`src/rtl/cache_ctrl.sv`:
```
// cache_ctrl: direct-mapped, write-through cache controller for a 16-line
// SRAM array with 4-bit tags and 8-bit data. The controller owns the valid bits.
// The SRAM array itself is external: the controller drives its wordline and
// write port, and reads tag and data back combinationally.
//
// Optional feature macro: CACHE_WRITE_ALLOCATE_EN
//   defined   : every write also writes the line (hit or miss) and marks it valid
//   undefined : a write updates the line only when it hits
//
// Ports
//   clk, reset          clock; synchronous active-high reset
//   req_valid/req_ready CPU request handshake; a request is taken on a rising
//                       edge where both are high. req_ready is high only in IDLE
//   req_we/addr/wdata   request kind, address {tag[7:4], index[3:0]}, write data
//   resp_valid          one-cycle response strobe carrying resp_hit / resp_rdata
//                       (resp_rdata is 0 for writes)
//   mem_*               backing memory; mem_req is held until a one-cycle mem_ack,
//                       and mem_rdata is valid in the mem_ack cycle
//   sram_*              SRAM port: one-hot wordline, write enable, write tag and
//                       data; sram_tag_out / sram_data_out are the read values
module cache_ctrl (
  input  logic        clk,
  input  logic        reset,
  input  logic        req_valid,
  output logic        req_ready,
  input  logic        req_we,
  input  logic [7:0]  req_addr,
  input  logic [7:0]  req_wdata,
  output logic        resp_valid,
  output logic        resp_hit,
  output logic [7:0]  resp_rdata,
  output logic        mem_req,
  output logic        mem_we,
  output logic [7:0]  mem_addr,
  output logic [7:0]  mem_wdata,
  input  logic        mem_ack,
  input  logic [7:0]  mem_rdata,
  output logic        sram_we,
  output logic [15:0] sram_wl,
  output logic [3:0]  sram_tag_in,
  output logic [7:0]  sram_data_in,
  input  logic [3:0]  sram_tag_out,
  input  logic [7:0]  sram_data_out
);

  typedef enum logic [2:0] {IDLE, LOOKUP, FILL, WMEM, RESP} state_t;

  state_t      state;
  logic [15:0] valid;
  logic        we_q;
  logic [3:0]  tag_q;
  logic [3:0]  idx_q;
  logic [7:0]  wdata_q;
  logic        hit_q;
  logic        hit;
  logic        write_line;

  // The wordline always follows the latched index, so the SRAM read port is
  // already pointing at the right line by the time LOOKUP evaluates the hit.
  assign sram_wl = 16'h0001 << idx_q;
  assign hit     = valid[idx_q] && (sram_tag_out == tag_q);

`ifdef CACHE_WRITE_ALLOCATE_EN
  assign write_line = 1'b1;
`else
  assign write_line = hit;
`endif

  always_ff @(posedge clk) begin
    if (reset) begin
      state        <= IDLE;
      valid        <= '0;
      we_q         <= 1'b0;
      tag_q        <= '0;
      idx_q        <= '0;
      wdata_q      <= '0;
      hit_q        <= 1'b0;
      req_ready    <= 1'b1;
      resp_valid   <= 1'b0;
      resp_hit     <= 1'b0;
      resp_rdata   <= '0;
      mem_req      <= 1'b0;
      mem_we       <= 1'b0;
      mem_addr     <= '0;
      mem_wdata    <= '0;
      sram_we      <= 1'b0;
      sram_tag_in  <= '0;
      sram_data_in <= '0;
    end else begin
      // SRAM write and response strobes are single-cycle pulses.
      sram_we    <= 1'b0;
      resp_valid <= 1'b0;
      case (state)
        IDLE: begin
          if (req_valid && req_ready) begin
            we_q      <= req_we;
            tag_q     <= req_addr[7:4];
            idx_q     <= req_addr[3:0];
            wdata_q   <= req_wdata;
            req_ready <= 1'b0;
            state     <= LOOKUP;
          end
        end
        LOOKUP: begin
          hit_q <= hit;
          if (!we_q) begin
            if (hit) begin
              resp_valid <= 1'b1;
              resp_hit   <= 1'b1;
              resp_rdata <= sram_data_out;
              state      <= RESP;
            end else begin
              mem_req   <= 1'b1;
              mem_we    <= 1'b0;
              mem_addr  <= {tag_q, idx_q};
              mem_wdata <= '0;
              state     <= FILL;
            end
          end else begin
            // The SRAM write lands at the end of the first WMEM cycle.
            if (write_line) begin
              sram_we       <= 1'b1;
              sram_tag_in   <= tag_q;
              sram_data_in  <= wdata_q;
              valid[idx_q]  <= 1'b1;
            end
            mem_req   <= 1'b1;
            mem_we    <= 1'b1;
            mem_addr  <= {tag_q, idx_q};
            mem_wdata <= wdata_q;
            state     <= WMEM;
          end
        end
        FILL: begin
          if (mem_ack) begin
            mem_req      <= 1'b0;
            mem_addr     <= '0;
            sram_we      <= 1'b1;
            sram_tag_in  <= tag_q;
            sram_data_in <= mem_rdata;
            valid[idx_q] <= 1'b1;
            resp_valid   <= 1'b1;
            resp_hit     <= 1'b0;
            resp_rdata   <= mem_rdata;
            state        <= RESP;
          end
        end
        WMEM: begin
          if (mem_ack) begin
            mem_req    <= 1'b0;
            mem_we     <= 1'b0;
            mem_addr   <= '0;
            mem_wdata  <= '0;
            resp_valid <= 1'b1;
            resp_hit   <= hit_q;
            resp_rdata <= '0;
            state      <= RESP;
          end
        end
        RESP: begin
          resp_hit   <= 1'b0;
          resp_rdata <= '0;
          req_ready  <= 1'b1;
          state      <= IDLE;
        end
        default: state <= IDLE;
      endcase
    end
  end

endmodule

```
`config.mk`:
```
export PLATFORM = sky130hd
export DESIGN_NAME = cache_ctrl
export DESIGN_NICKNAME = d
export VERILOG_FILES = /design/src/rtl/cache_ctrl.sv
export SDC_FILE = /design/constraint.sdc
export NUM_CORES = 1
export LEC_CHECK = 0
export ABC_AREA = 1
export CAP_MARGIN = 20
export CORE_MARGIN = 3
export CORE_UTILIZATION = 43
export DETAILED_ROUTE_END_ITERATION = 6
export PLACE_DENSITY = 0.76
export SYNTH_ARGS = -nofsm -noshare
export SYNTH_HDL_FRONTEND = slang
export SYNTH_SLANG_ARGS = --single-unit
```
`constraint.sdc`:
```
create_clock -name clk -period 1.5 [get_ports clk]
set_input_delay 0.3 -clock clk [delete_from_list [all_inputs] [get_ports clk]]
set_output_delay 0.3 -clock clk [all_outputs]
set_load 0.02 [all_outputs]
```
After elaboration in Yosys (flattened, before gate mapping)
Index checks and enable logic that the tools add are counted.
- memory bits (read-only): 0
- logic and storage cells: 102
- memories: 0
- bits in writable memories: 0
- bits in latches: 0
- register bits after elaboration: 79
- input port bits: 41
- output and inout bits: 58
- multiply operators: 0
- bitwise gates (word level): 1
- reductions and logical operators: 17
- divide/modulo/power cells: 0
- multiplexer cells: 50
- shift operators: 1
- $add $sub $neg: 0
- equality and inequality tests: 13
- order comparisons: 2
- operators with widths (operator ; number):
    $mux W8 ; 10
    $mux W16 ; 3
    $pmux W8 S2 ; 3
    $pmux W16 S2 ; 1
    $pmux W8 S4 ; 1
    $or A16 B16 Y16 ; 1
    $shl A1 B4 Y16 const A ; 1
    $mux W1 ; 15
    $mux W3 ; 4
    $mux W4 ; 3
    $ne A2 B2 Y1 const B ; 6
    $pmux W1 S2 ; 5
    $pmux W3 S3 ; 1
    $pmux W4 S2 ; 1
    $reduce_bool A2 Y1 ; 4
    $eq A3 B2 Y1 const B ; 2
    $reduce_and A2 Y1 ; 3
    $reduce_and A3 Y1 ; 2
    $lt A4 B5 Y1 const B ; 1
    $reduce_and A5 Y1 ; 1
    $bmux W1 S4 ; 1
    $demux W1 S4 ; 1
    $eq A4 B4 Y1 ; 1
    $ge A4 B1 Y1 const B ; 1
    other kinds (10) ; 12

Longest topological paths before layout
Gate-level depths: netlist of run 1.
- depth after elaboration: 8
- gate-level depth with buffers: 13
- depth with buffers taken out: 13

Worst setup path after synthesis of run 1
OpenSTA, ideal clock, no wires.
- path type: register to register
- start: reg idx_q[0]
- end: reg valid[13]
- cell stages (with the launch flop): 13
- arrival: 1.423 ns
- data required time: 1.372 ns
- setup time: 0.128 ns
- path buffers: 3
- period minus slack after synthesis: 1.551 ns
- slack: -0.051 ns
- path through: dfxtp_1 buf_6 o21ai_0 nand2_1 nand2_1 nand2_1 nand4_2 nand3_2 nand2_2 buf_6 buf_6 a21oi_1 nor2_1
- cells in the longest elaborated chain, start to end: 8
- elaborated cells between the ends (all ways): 15
- those cells by class: order compare: 2; eq/ne: 1; mux: 8; bitwise: 1; reduce/logical: 3
- RTL lines (item ; RTL line ; RTL):
    start, declared ; 52 ; logic [3:0] idx_q;
    start signal, assigned ; 98 ; idx_q <= req_addr[3:0];
    $lt A4 B5 Y1 (not written as such) / $ge A4 B1 Y1 (equally long branches) ; 125, 141 ;
    $logic_and A1 B1 Y1 (not written as such) ; 125, 141 ;
    $mux W1 (not written as such) ; 125, 141 ;
    $demux W1 S4 ; 125, 141 ;
    $or A16 B16 Y16 (no line) ; -- ;
    $mux W16 ; 121 ; if (write_line) begin
    $mux W16 ; 106 ; if (!we_q) begin
    $pmux W16 S2 ; 93 ; case (state)
    end signal, assigned ; 72 ; valid <= '0;
    end signal, assigned by index ; 125 ; valid[idx_q] <= 1'b1;
    end signal, assigned by index ; 141 ; valid[idx_q] <= 1'b1;
    end, declared ; 49 ; logic [15:0] valid;
Parallel ways exist; a longest one is shown, timed or not. The select of a mux whose other input is x is not followed.
A chain may end at the register's enable or synchronous reset.

Worst setup path after layout of run 1
- start: reg idx_q[0]
- end: reg sram_data_in[3]
- cells in the longest elaborated chain, start to end: 5
- RTL lines (item ; RTL line ; RTL):
    $bmux W1 S4 ; 61 ; assign hit = valid[idx_q] && (sram_tag_out == tag_q);
    $mux W1 (not written as such) ; 61 ;
    $logic_and A1 B1 Y1 ; 61 ;
    $ne A2 B2 Y1 (no line) ; -- ;
    $reduce_and A4 Y1 (no line) ; -- ;
    end signal, assigned ; 124 ; sram_data_in <= wdata_q;
    end signal, assigned ; 140 ; sram_data_in <= mem_rdata;
    end, declared ; 41 ; output logic [7:0] sram_data_in,
No other way between the ends. The select of a mux whose other input is x is not followed.

==> results of run 1 <==
==> metal layers <==
metal / vias up / track usage / wire length (um)
li1: 1820 / - / -
met1: 1635 / 0.263 / 4190
met2: 118 / 0.423 / 5430
met3: 24 / 0.0521 / 674
met4: 0 / 0.0913 / 269
met5: - / 0 / 0
==> how the worst max path moves through the flow <==
stage	startpoint	endpoint	slack, ps	depth (start not counted)
6_report	idx_q[0]	sram_data_in[3]	-210	12
5_1_grt	idx_q[0]	sram_data_in[3]	-350	12
4_1_cts	idx_q[0]	sram_data_in[6]	-190	12
3_5_place_dp	sram_tag_out[3]	resp_rdata[4]	-490	10
3_3_place_gp	sram_tag_out[3]	resp_hit	-440	10
2_1_floorplan	idx_q[0]	valid[13]	0.06	13
==> cell usage in the layout (no fill, tap or decap), types with 10 or more instances in the layout <==
cell	n
a21oi_1	42
a21oi_2	13
buf_4	52
buf_6	10
clkdlybuf4s50_1	40
dfxtp_1	75
dlygate4sd2_1	42
inv_1	44
nand2_1	98
nand2_2	16
nand3_1	12
nor2_1	44
nor2_2	18
nor2_4	10
o21ai_0	29
==> stage by stage <==
step | hold slack [ps] | cells | util | area, um^2 | total power [mW]
6_report | 463 | 726 | 0.710 | 5310 | 8.72
5_1_grt | 485 | 726 | 0.710 | 5310 | 9.24
4_1_cts | 466 | 725 | 0.689 | 5160 | 8.52
3_5_place_dp | 447 | 707 | 0.641 | 4800 | 6.52
3_3_place_gp | 442 | 707 | 0.641 | 4800 | 6.45
2_1_floorplan | 427 | 484 | - | 3420 | 4.90
==> registers in the layout (all words and copies together) (netlist names) <==
register      count
mem_addr          8
sram_tag_in       4
sram_we           1
req_ready         1
mem_req           1
resp_rdata        8
tag_q             4
idx_q             4
we_q              1
sram_data_in      8
wdata_q           8
hit_q             1
state             3
mem_wdata         8
resp_hit          1
valid            16
mem_we            1
resp_valid        1
==> repair_timing <==
action,CTS,global route
gates resized for setup,197,42
setup endpoints to repair,117,77
setup buffers,0,1
pin swaps,5,14
gates cloned,2,0
==> cell type report <==
cell class,instances,area (um^2),share of cell area
multi-input combinational,330,1800,0.338
sequential,79,1600,0.301
timing repair buffer,147,1330,0.251
inverter,54,219,0.0412
clock buffer,11,131,0.0247
tap,99,124,0.0233
clock inverter,5,106,0.0200
timing repair inverter,1,7.51,0.00141
==> kinds of logic (layout without fill, tap and decap cells) <==
| group | Yosys count | count (layout) | share of synthesized area |
|---|---|---|---|
| XOR/XNOR | 4 | 4 | 0.0103 |
| AND/OR/NAND/NOR | 219 | 219 | 0.269 |
| buffers and inverters | 75 | 218 | 0.0933 |
| AO/OA/AOI/OAI | 107 | 107 | 0.165 |
| flip-flops | 79 | 79 | 0.463 |
==> worst max-delay path, delay by kind of cell, from the launching register on <==
family                 cells  cell delay [ps]
AND/OR/NAND/NOR           10              850
flip-flops                 1              410
buffers and inverters      2              340
==> power by group through the flow <==
stage / sequential, mW / combinational, mW / clock [mW]
finish: 2.88 / 3.93 / 1.91
global route: 2.92 / 4.31 / 2.01
CTS: 2.85 / 3.77 / 1.91
detailed placement: 2.86 / 3.66 / 0
global placement: 2.86 / 3.59 / 0
floorplan: 3.09 / 1.82 / 0
==> results.txt, run 1 <==
Syn. warnings: 0
Mean routed wirelength per cell: 14.5 um
Hold Path Sink: valid[2]
Critical Path Max Stage Delay: 410 ps
Failing checks: negative setup slack
Worst-case reg-to-reg path depth: 12
Vias per cell: 4.95
CP Class: flop to flop
CTS clock-pin slew for the worst setup and hold paths: 80 ps
Final Setup Violations: 75
Number of fill cells: 604
Full die area: 9060 um^2
R2r setup slk: -210 ps
Clk_skew: 8.88 ps
Internal Power: 5.23 mW
Crit end category: flop
Max FO, Critical Path: 7
Slew Viols, Final: 0
Worst-skew pair later-pin latency: 350 ps
Slew headroom: 0.774
Power per Cell Area: 1640 nW/um^2
Hold Crit Start: valid[2]
DRC viols: 0
Grt ovf: 0
Sequential share of power: 0.330
Core ar.: 7490 um^2
Yosys top cell area share: 0.463
Worst Hold Class: flop to flop
Num CTS Buffers: 9
Post-synth top cells: 114 x nand2_1, 79 x dfxtp_1, 70 x nor2_1, 54 x a21oi_1, 52 x inv_1
Sw frac: 0.400
Die Span X: 95.2 um
CP arrival: 1960 ps
Drt total wl: 10,600 um
Initial drt markers: 159
Global-route wire length before repair: 16,700 um
CTS Hold Bufs: 0
Post-DP HPWL: 7420 um
Primary FF master, synth: dfxtp_1
Port bufs: 98
Vias in the first global route: 3,587
Area grow syn2layout: 55.4%
Yosys top cell by area: dfxtp_1
Clock power share: 0.219
Largest cells by area after synthesis: dfxtp_1 46%, nand2_1 13%, a21oi_1 7.9%, nor2_1 7.7%, inv_1 5.7%
Cell count after synthesis: 484
H-tree depth: 3
I/O pin count: 99
CTS tree: done
Outcome: complete, but fails checks
GRT Util Overall: 0.233
Max Cap Viol: 0
Worst R2R End: sram_data_in[3]
DR pass1 iterations: 4
Setup crit start kind: flop
Slowest stage cell, crit path: dfxtp_4
Post-route setup TNS: -9400 ps
Most used cell along the critical path: nand2_1
Initial antenna violation count: 0
GP Congestion: 0.888
Starting Density: 0.457
Ant diodes: 0
Share of cells above drive strength 1: 0.262
Dpl ws: -493 ps
Post-DRT Antenna Nets: 0
Synthesized area: 3420 um^2
Post-synthesis async set-or-reset flop share: 0
Register area share after synthesis: 0.463
Logic pwr share: 0.451
P_leak: 2.41 nW
Site row count: 31
Cell Chain, Critical Path: buf_6 > nand2_1 > nand2_1 > nand2_1 > nand2_2 > nand2_2 > nand4_4 > nand3_4 > nand2_8 > clkinvlp_4 > nor2_2 > nor2_1
Reg-to-reg startpoint: idx_q[0]
Die height: 95.2 um
Post-Syn Area per Cell: 7.06 um^2
Fin crit share: 1.14
Root buffer cell: clkbuf_8
Tmin final: 1710 ps
EDFF count, synth: 0
Max frequency: 584 MHz
NetSw: 3.49 mW
Largest net degree at the start of global routing: 41
Cell variety after synth: 29
Worst slew pin tran: 339 ps
Final worst slack: -212 ps
Via count: 3,597
Peak VDD IR: 0.696 mV
Max clock buf depth: 2
Hold Crit Depth: 2
Final hold violations: 0
Net Count, Synth: 525
Clock Sinks: 79
RSZ-0062 raised after global routing: yes
Register bit total from synthesis: 79
Most common cell in the netlist: nand2_1
Crit path required time: 1750 ps
Final net count: 663
Note: power is estimated with default switching activity, not from simulation.
==> run 2: changes to the inputs <==
- REMOVE_ABC_BUFFERS: unset -> 1
==> results.txt, run 2 (synthesis results as in run 1) <==
GP Congestion: 0.903
Max Cap Viol: 0
Worst Hold Class: flop to flop
RSZ-0062 raised after global routing: yes
GRT Util Overall: 0.260
Max FO, Critical Path: 7
Ant diodes: 0
Placed Area: 4940 um^2
Vias in the first global route: 3,900
Hold Crit Depth: 2
Power per Cell Area: 1640 nW/um^2
Area grow syn2layout: 70.1%
Worst-case reg-to-reg path depth: 12
Post-route setup TNS: -17,510 ps
Worst-skew pair later-pin latency: 360 ps
Largest net degree at the start of global routing: 33
Max reg flops: 16
Final hold violations: 0
CTS tree: done
Vias per cell: 5.45
Drt total wl: 13,000 um
Grt ovf: 0
Die height: 95.2 um
CTS Hold Bufs: 0
H-tree depth: 3
P_leak: 2.62 nW
Max frequency: 546 MHz
Slew Viols, Final: 0
Reg-to-reg startpoint: idx_q[0]
Port bufs: 98
Crit path required time: 1790 ps
Core ar.: 7490 um^2
Placed Cells: 725
Max clock buf depth: 2
I/O pin count: 99
Commonest non-fill, non-tap cell in the layout: nand2_1
Worst R2R End: mem_wdata[5]
Hold Crit Start: mem_wdata[6]
Critical Path Max Stage Delay: 430 ps
Cell Chain, Critical Path: buf_12 > nand2_1 > o21ai_1 > nand2_1 > nand2_1 > nand2_2 > nand4_4 > buf_6 > nand3_4 > nand2_4 > nand2_2 > a21oi_2
Hold Path Sink: mem_wdata[6]
Largest Register: valid
Mean routed wirelength per cell: 17.2 um
Setup crit start: idx_q[0]
Share of cells above drive strength 1: 0.348
Worst slew pin tran: 487 ps
Most used cell along the critical path: nand2_1
Clock Sinks: 79
Post-DP HPWL: 7540 um
Die Span X: 95.2 um
Slowest stage cell, crit path: dfxtp_4
Design area: 5810 um^2
Number of fill cells: 480
Num CTS Buffers: 9
CP Class: flop to flop
Initial antenna violation count: 0
DRC viols: 0
Global-route wire length before repair: 18,500 um
Tmin final: 1830 ps
Starting Density: 0.457
Outcome: complete, but fails checks
Crit end category: flop
Initial drt markers: 248
Site row count: 31
Final worst slack: -330 ps
Clk_skew: 22.2 ps
Fin crit share: 1.22
Failing checks: negative setup slack
Setup crit start kind: flop
Most frequent cells in the layout: 91 x nand2_1, 73 x dfxtp_1, 64 x buf_4, 44 x dlygate4sd2_1, 43 x inv_1
CTS clock-pin slew for the worst setup and hold paths: 90 ps
R2r setup slk: -330 ps
Post-DRT Antenna Nets: 0
Final Setup Violations: 76
Peak VDD IR: 0.795 mV
CP arrival: 2120 ps
Via count: 4,111
Final Non-Filler Cells: 755
Full die area: 9060 um^2
Root buffer cell: clkbuf_8
Final net count: 692
DR pass1 iterations: 5
Slew headroom: 0.674
==> run 2: cell types whose count changed in the layout (fill, tap and decap cells not counted), sizes merged <==
cell	previous run	this run
clkbuf	11	12
dlygate4sd2	42	44
clkdlybuf4s50	40	38
inv	52	56
nand3	14	15
nand2	119	121
bufinv	3	1
clkinvlp	3	1
buf	65	90
==> run 2: metrics by stage <==
step,worst slack (ps),hold WS [ps],total power [mW],util
CTS,-150,463,8.76,0.729
global placement,-411,440,6.60,0.661
global route,-456,486,9.99,0.777
detailed placement,-478,451,6.71,0.661
finish,-330,464,9.52,0.777
floorplan,-557,362,4.78,-
==> run 2: per-layer routing <==
| metal | GRT usage | up-vias | part of all wire |
|---|---|---|---|
| li1 | - | 1888 | - |
| met1 | 0.300 | 1910 | 0.38 |
| met2 | 0.448 | 251 | 0.49 |
| met4 | 0.125 | 0 | 0.040 |
| met5 | 0 | - | 0 |
| met3 | 0.0624 | 62 | 0.089 |
==> run 2: critical path: cells and delay by family (launching register included) <==
| family | cells | cell delay (ps) |
|---|---|---|
| AND/OR/NAND/NOR | 8 | 860 |
| flip-flops | 1 | 430 |
| buffers and inverters | 2 | 250 |
| AO/OA/AOI/OAI | 2 | 230 |
==> run 2: cell type report <==
type,count,area [um^2],area share
timing repair buffer,174,1630,0.281
inverter,54,223,0.0383
clock inverter,6,75.1,0.0129
clock buffer,10,138,0.0237
multi-input combinational,333,2020,0.348
sequential,79,1600,0.275
tap,99,124,0.0213
==> run 2: worst max path at each step <==
stage,end,cells past startpoint
after floorplan,sram_data_in[0],9
after global placement,resp_rdata[7],10
after detailed placement,resp_rdata[6],10
after CTS,mem_addr[6],11
after global routing,mem_wdata[7],12
final,mem_wdata[5],12
==> run 2: what timing repair did <==
action / in CTS / in global routing
setup endpoints to repair: 119 / 85
gates cloned: 3 / 4
gates resized for setup: 245 / 68
pin swaps: 17 / 21
buffers inserted: 2 / 5
==> run 2: power by group <==
group,internal (mW),switching (mW),total [mW],leakage (nW)
clock,0.842,0.898,1.74,0.105
combinational,1.99,2.90,4.89,1.87
sequential,2.55,0.345,2.89,0.647
==> run 3: changes to the inputs <==
- CTS_CLUSTER_SIZE: unset -> 20
- RECOVER_POWER: unset -> 50
==> results.txt, run 3 (synthesis results as in run 1) <==
Outcome: complete, but fails checks
Failing checks: negative setup slack
Root buffer cell: clkbuf_8
Final worst slack: -335 ps
Max reg flops: 16
Peak VDD IR: 0.798 mV
Vias per cell: 5.46
Slew Viols, Final: 0
Final Setup Violations: 77
Global Route met1 Usage: 0.300
Cell Chain, Critical Path: buf_12 > nand2_1 > o21ai_1 > nand2_1 > nand2_1 > nand2_2 > nand4_4 > buf_6 > nand3_4 > nand2_4 > nand2_2 > a21oi_2
Initial antenna violation count: 0
Most frequent cells in the layout: 91 x nand2_1, 73 x dfxtp_1, 63 x buf_4, 44 x dlygate4sd2_1, 43 x inv_1
Share of cells above drive strength 1: 0.345
Most Used Layer, Global Route: met2
M2 GR Usage: 0.448
CP arrival: 2120 ps
P_leak: 2.62 nW
Worst-skew pair later-pin latency: 360 ps
Crit path required time: 1780 ps
CP Class: flop to flop
Grt ovf: 0
Setup crit start kind: flop
Worst Hold Class: flop to flop
R2r setup slk: -340 ps
Die height: 95.2 um
Worst R2R End: mem_wdata[5]
Largest net degree at the start of global routing: 33
Clock Sinks: 79
Drt total wl: 13,000 um
CTS clock-pin slew for the worst setup and hold paths: 80 ps
I/O pin count: 99
Total power: 9.49 mW
Post-DRT Antenna Nets: 0
Worst-case reg-to-reg path depth: 12
Ant diodes: 0
Post-DP HPWL: 7540 um
Final net count: 692
Max Cap Viol: 0
CTS tree: done
Starting Density: 0.457
Hold Crit Start: mem_wdata[6]
H-tree depth: 3
Via count: 4,124
Commonest non-fill, non-tap cell in the layout: nand2_1
Area grow syn2layout: 69.8%
GRT Util Overall: 0.260
Slowest stage cell, crit path: dfxtp_4
WP buf/inv: 2
Fin crit share: 1.22
Core ar.: 7490 um^2
Most used cell along the critical path: nand2_1
Critical Path Max Stage Delay: 430 ps
Clk_skew: 19.2 ps
Max FO, Critical Path: 7
GP Congestion: 0.903
CTS Hold Bufs: 0
Full die area: 9060 um^2
RSZ-0062 raised after global routing: yes
Die Span X: 95.2 um
Hold Crit Depth: 2
Num CTS Buffers: 9
DRC viols: 0
Reg-to-reg startpoint: idx_q[0]
Largest Register: valid
Global-route wire length before repair: 18,500 um
Max frequency: 545 MHz
Dpl ws: -478 ps
Delay-heaviest family, CP: simple AND/OR/NAND/NOR gates
Final hold violations: 0
Crit end category: flop
Worst slew pin tran: 475 ps
Max clock buf depth: 2
Hold Path Sink: mem_wdata[6]
Mean routed wirelength per cell: 17.2 um
Initial drt markers: 291
Slew headroom: 0.682
DR pass1 iterations: 5
Port bufs: 98
Power per Cell Area: 1630 nW/um^2
M3 GR Usage: 0.0624
Site row count: 31
Tmin final: 1840 ps
Vias in the first global route: 3,900
## run 3: area by class of cell
cell class | count | area (um^2)
Clock buffer | 10 | 138
Clock inverter | 6 | 75.1
Fill cell | 482 | 1680
Inverter | 54 | 223
Multi-Input combinational cell | 333 | 2020
Sequential cell | 79 | 1600
Tap cell | 99 | 124
Timing Repair Buffer | 174 | 1630
## run 3: where the power goes
group | switching [mW] | internal (mW) | total (mW)
sequential | 0.341 | 2.55 | 2.89
clock | 0.891 | 0.842 | 1.73
combinational | 2.89 | 1.98 | 4.87
## run 3: worst max path at each step
stage / from / to / depth (start not counted)
2_1_floorplan: state[0] / sram_data_in[0] / 9
3_3_place_gp: sram_tag_out[3] / resp_rdata[7] / 10
3_5_place_dp: sram_tag_out[3] / resp_rdata[6] / 10
4_1_cts: idx_q[0] / mem_addr[6] / 11
5_1_grt: idx_q[0] / mem_wdata[7] / 12
6_report: idx_q[0] / mem_wdata[5] / 12
## run 3: tightest hold or removal path, delay by kind of cell, from the launching register on
family | cells | cell delay, ps
compound gates | 1 | 50
flops | 1 | 310
simple gates | 1 | 60
## run 3: per-stage QoR
| stage | setup TNS, ps | cells | utilization | hold WS, ps | area [um^2] |
|---|---|---|---|---|---|
| 6_report | -17670 | 755 | 0.775 | 464 | 5800 |
| 5_1_grt | -26250 | 755 | 0.775 | 486 | 5800 |
| 4_1_cts | -8020 | 746 | 0.729 | 463 | 5460 |
| 3_5_place_dp | -27550 | 725 | 0.661 | 451 | 4940 |
| 3_3_place_gp | -24460 | 725 | 0.661 | 440 | 4940 |
| 2_1_floorplan | -17650 | 463 | - | 362 | 3300 |
## run 3: layer usage
metal | wire (um) | vias up
met5 | 0 | -
met4 | 527 | 0
met3 | 1200 | 64
met2 | 6380 | 259
met1 | 4900 | 1914
li1 | - | 1887
## run 3: repair_timing
item	in CTS	in global routing
pin swaps	17	21
resized for setup	245	68
gates cloned	3	4
setup endpoints to repair	119	85
buffers inserted	2	5
==> patch: new RTL, flow settings as in run 2 <==
The 5 states of `state_t` get a one-hot encoding in 5 bits.
--- a/src/rtl/cache_ctrl.sv
+++ b/src/rtl/cache_ctrl.sv
@@ -43,7 +43,7 @@
   input  logic [7:0]  sram_data_out
 );
 
-  typedef enum logic [2:0] {IDLE, LOOKUP, FILL, WMEM, RESP} state_t;
+  typedef enum logic [4:0] {IDLE = 5'b00001, LOOKUP = 5'b00010, FILL = 5'b00100, WMEM = 5'b01000, RESP = 5'b10000} state_t;
 
   state_t      state;
   logic [15:0] valid;
Function: same outputs for any inputs over 4 cycles, from zero or initial values and one cycle with reset high; so few cycles prove little.
==> patch against run 2 <==
The flow still finishes with violations (setup timing). Worst setup slack worse by 0.17 ns. Global-route usage about the same. Sequential cell count grew 2. Synthesized area grew 6.2%. Cell count grew 8.1%. Final area is 11% higher. Routed wire length increased by 30%. Critical path type unchanged.
Power is not compared: it rests on default switching activity, and its combinational part moved more than twofold at a synthesized area within 25%.
==> patch: results <==
export IMPL_nClkBuffers=9
export IMPL_buf_share_pct=28.9
export IMPL_clock_skew_ns=0.0105
export IMPL_synthTopCellsByCount="133 x nand2_1, 90 x nor2_1, 81 x dfxtp_1"
export IMPL_seq_area_share_pct=25.5
export IMPL_finalWorstSetupSlack_ns=-0.505
export IMPL_multi_input_cells=364
export IMPL_seq_area_frac_synth_pct=44.7
export IMPL_place_ws_ns=-0.542
export IMPL_track_usage_pct=26.0
export IMPL_place_hpwl_mm=7.89
export IMPL_min_to="wdata_q[1]"
export IMPL_drt_pass1_iter_count=6
export IMPL_violations="setup timing"
export IMPL_reg2reg_depth=13
export IMPL_met1_length_mm=5.98
export IMPL_worst_slew_pin_slew_ns=0.445
export IMPL_nets=750
export IMPL_inv_count=63
export IMPL_drive_above_1_share_pct=40.2
export IMPL_n_fill_cell=413
export IMPL_drtIter0Drc=434
export IMPL_critical_path_arrival_ns=2.27
export IMPL_synthTopCellsByArea="dfxtp_1 45%, nand2_1 14%, nor2_1 9.3%, a21oi_1 6.9%, inv_1 5.6%"
export IMPL_grt_util_met1_pct=32.8
export IMPL_ys_types=31
export IMPL_clock_area_share_pct=2.79
export IMPL_max_stage_delay_ns=0.39
export IMPL_finalSetupViolCount=90
export IMPL_via_per_inst=5.81
export IMPL_die_w_um=97.9
export IMPL_whs_ns=0.469
export IMPL_outcome="finished with violations"
export IMPL_fin_setup_tns_ns=-27.34
export IMPL_place_area_sq_mm=0.00513
export IMPL_dpl_cell_count=761
export IMPL_multi_input_area_sq_mm=0.00235
export IMPL_buffers_excl_clock=190
export IMPL_grt_max_degree=35
export IMPL_seq_cell_count=81
export IMPL_use_met3_pct=2.93
## patch: changes by cell type after synthesis, sizes merged, moves of 3 or more
cell | run 2 | this run
nand2 | 119 | 141
nor2 | 72 | 93
a21boi | 8 | 0
inv | 53 | 61
nand3 | 14 | 9
nand3b | 0 | 4
a21oi | 55 | 52
## patch: what timing repair did
| item | CTS | global route |
|---|---|---|
| cloned | 5 | 5 |
| setup endpoints to repair | 136 | 94 |
| setup buffers | 19 | 10 |
| gates resized for setup | 251 | 111 |
| pin swaps | 42 | 35 |
## patch: cell families after synthesis
logic type,count (synthesis),share of synthesized area [%]
AO/OA/AOI/OAI,93,13.6
XOR/XNOR,4,0.965
buffers and inverters,81,9.55
flip-flops,81,44.7
AND/OR/NAND/NOR,262,31.2
## patch: per-stage QoR
stage | power (mW) | util [%]
3_3_place_gp | 3.34 | 64.4
4_1_cts | 5.03 | 73.4
3_5_place_dp | 3.36 | 64.4
5_1_grt | 5.60 | 81.0
6_report | 5.44 | 81.0
2_1_floorplan | 2.82 | -
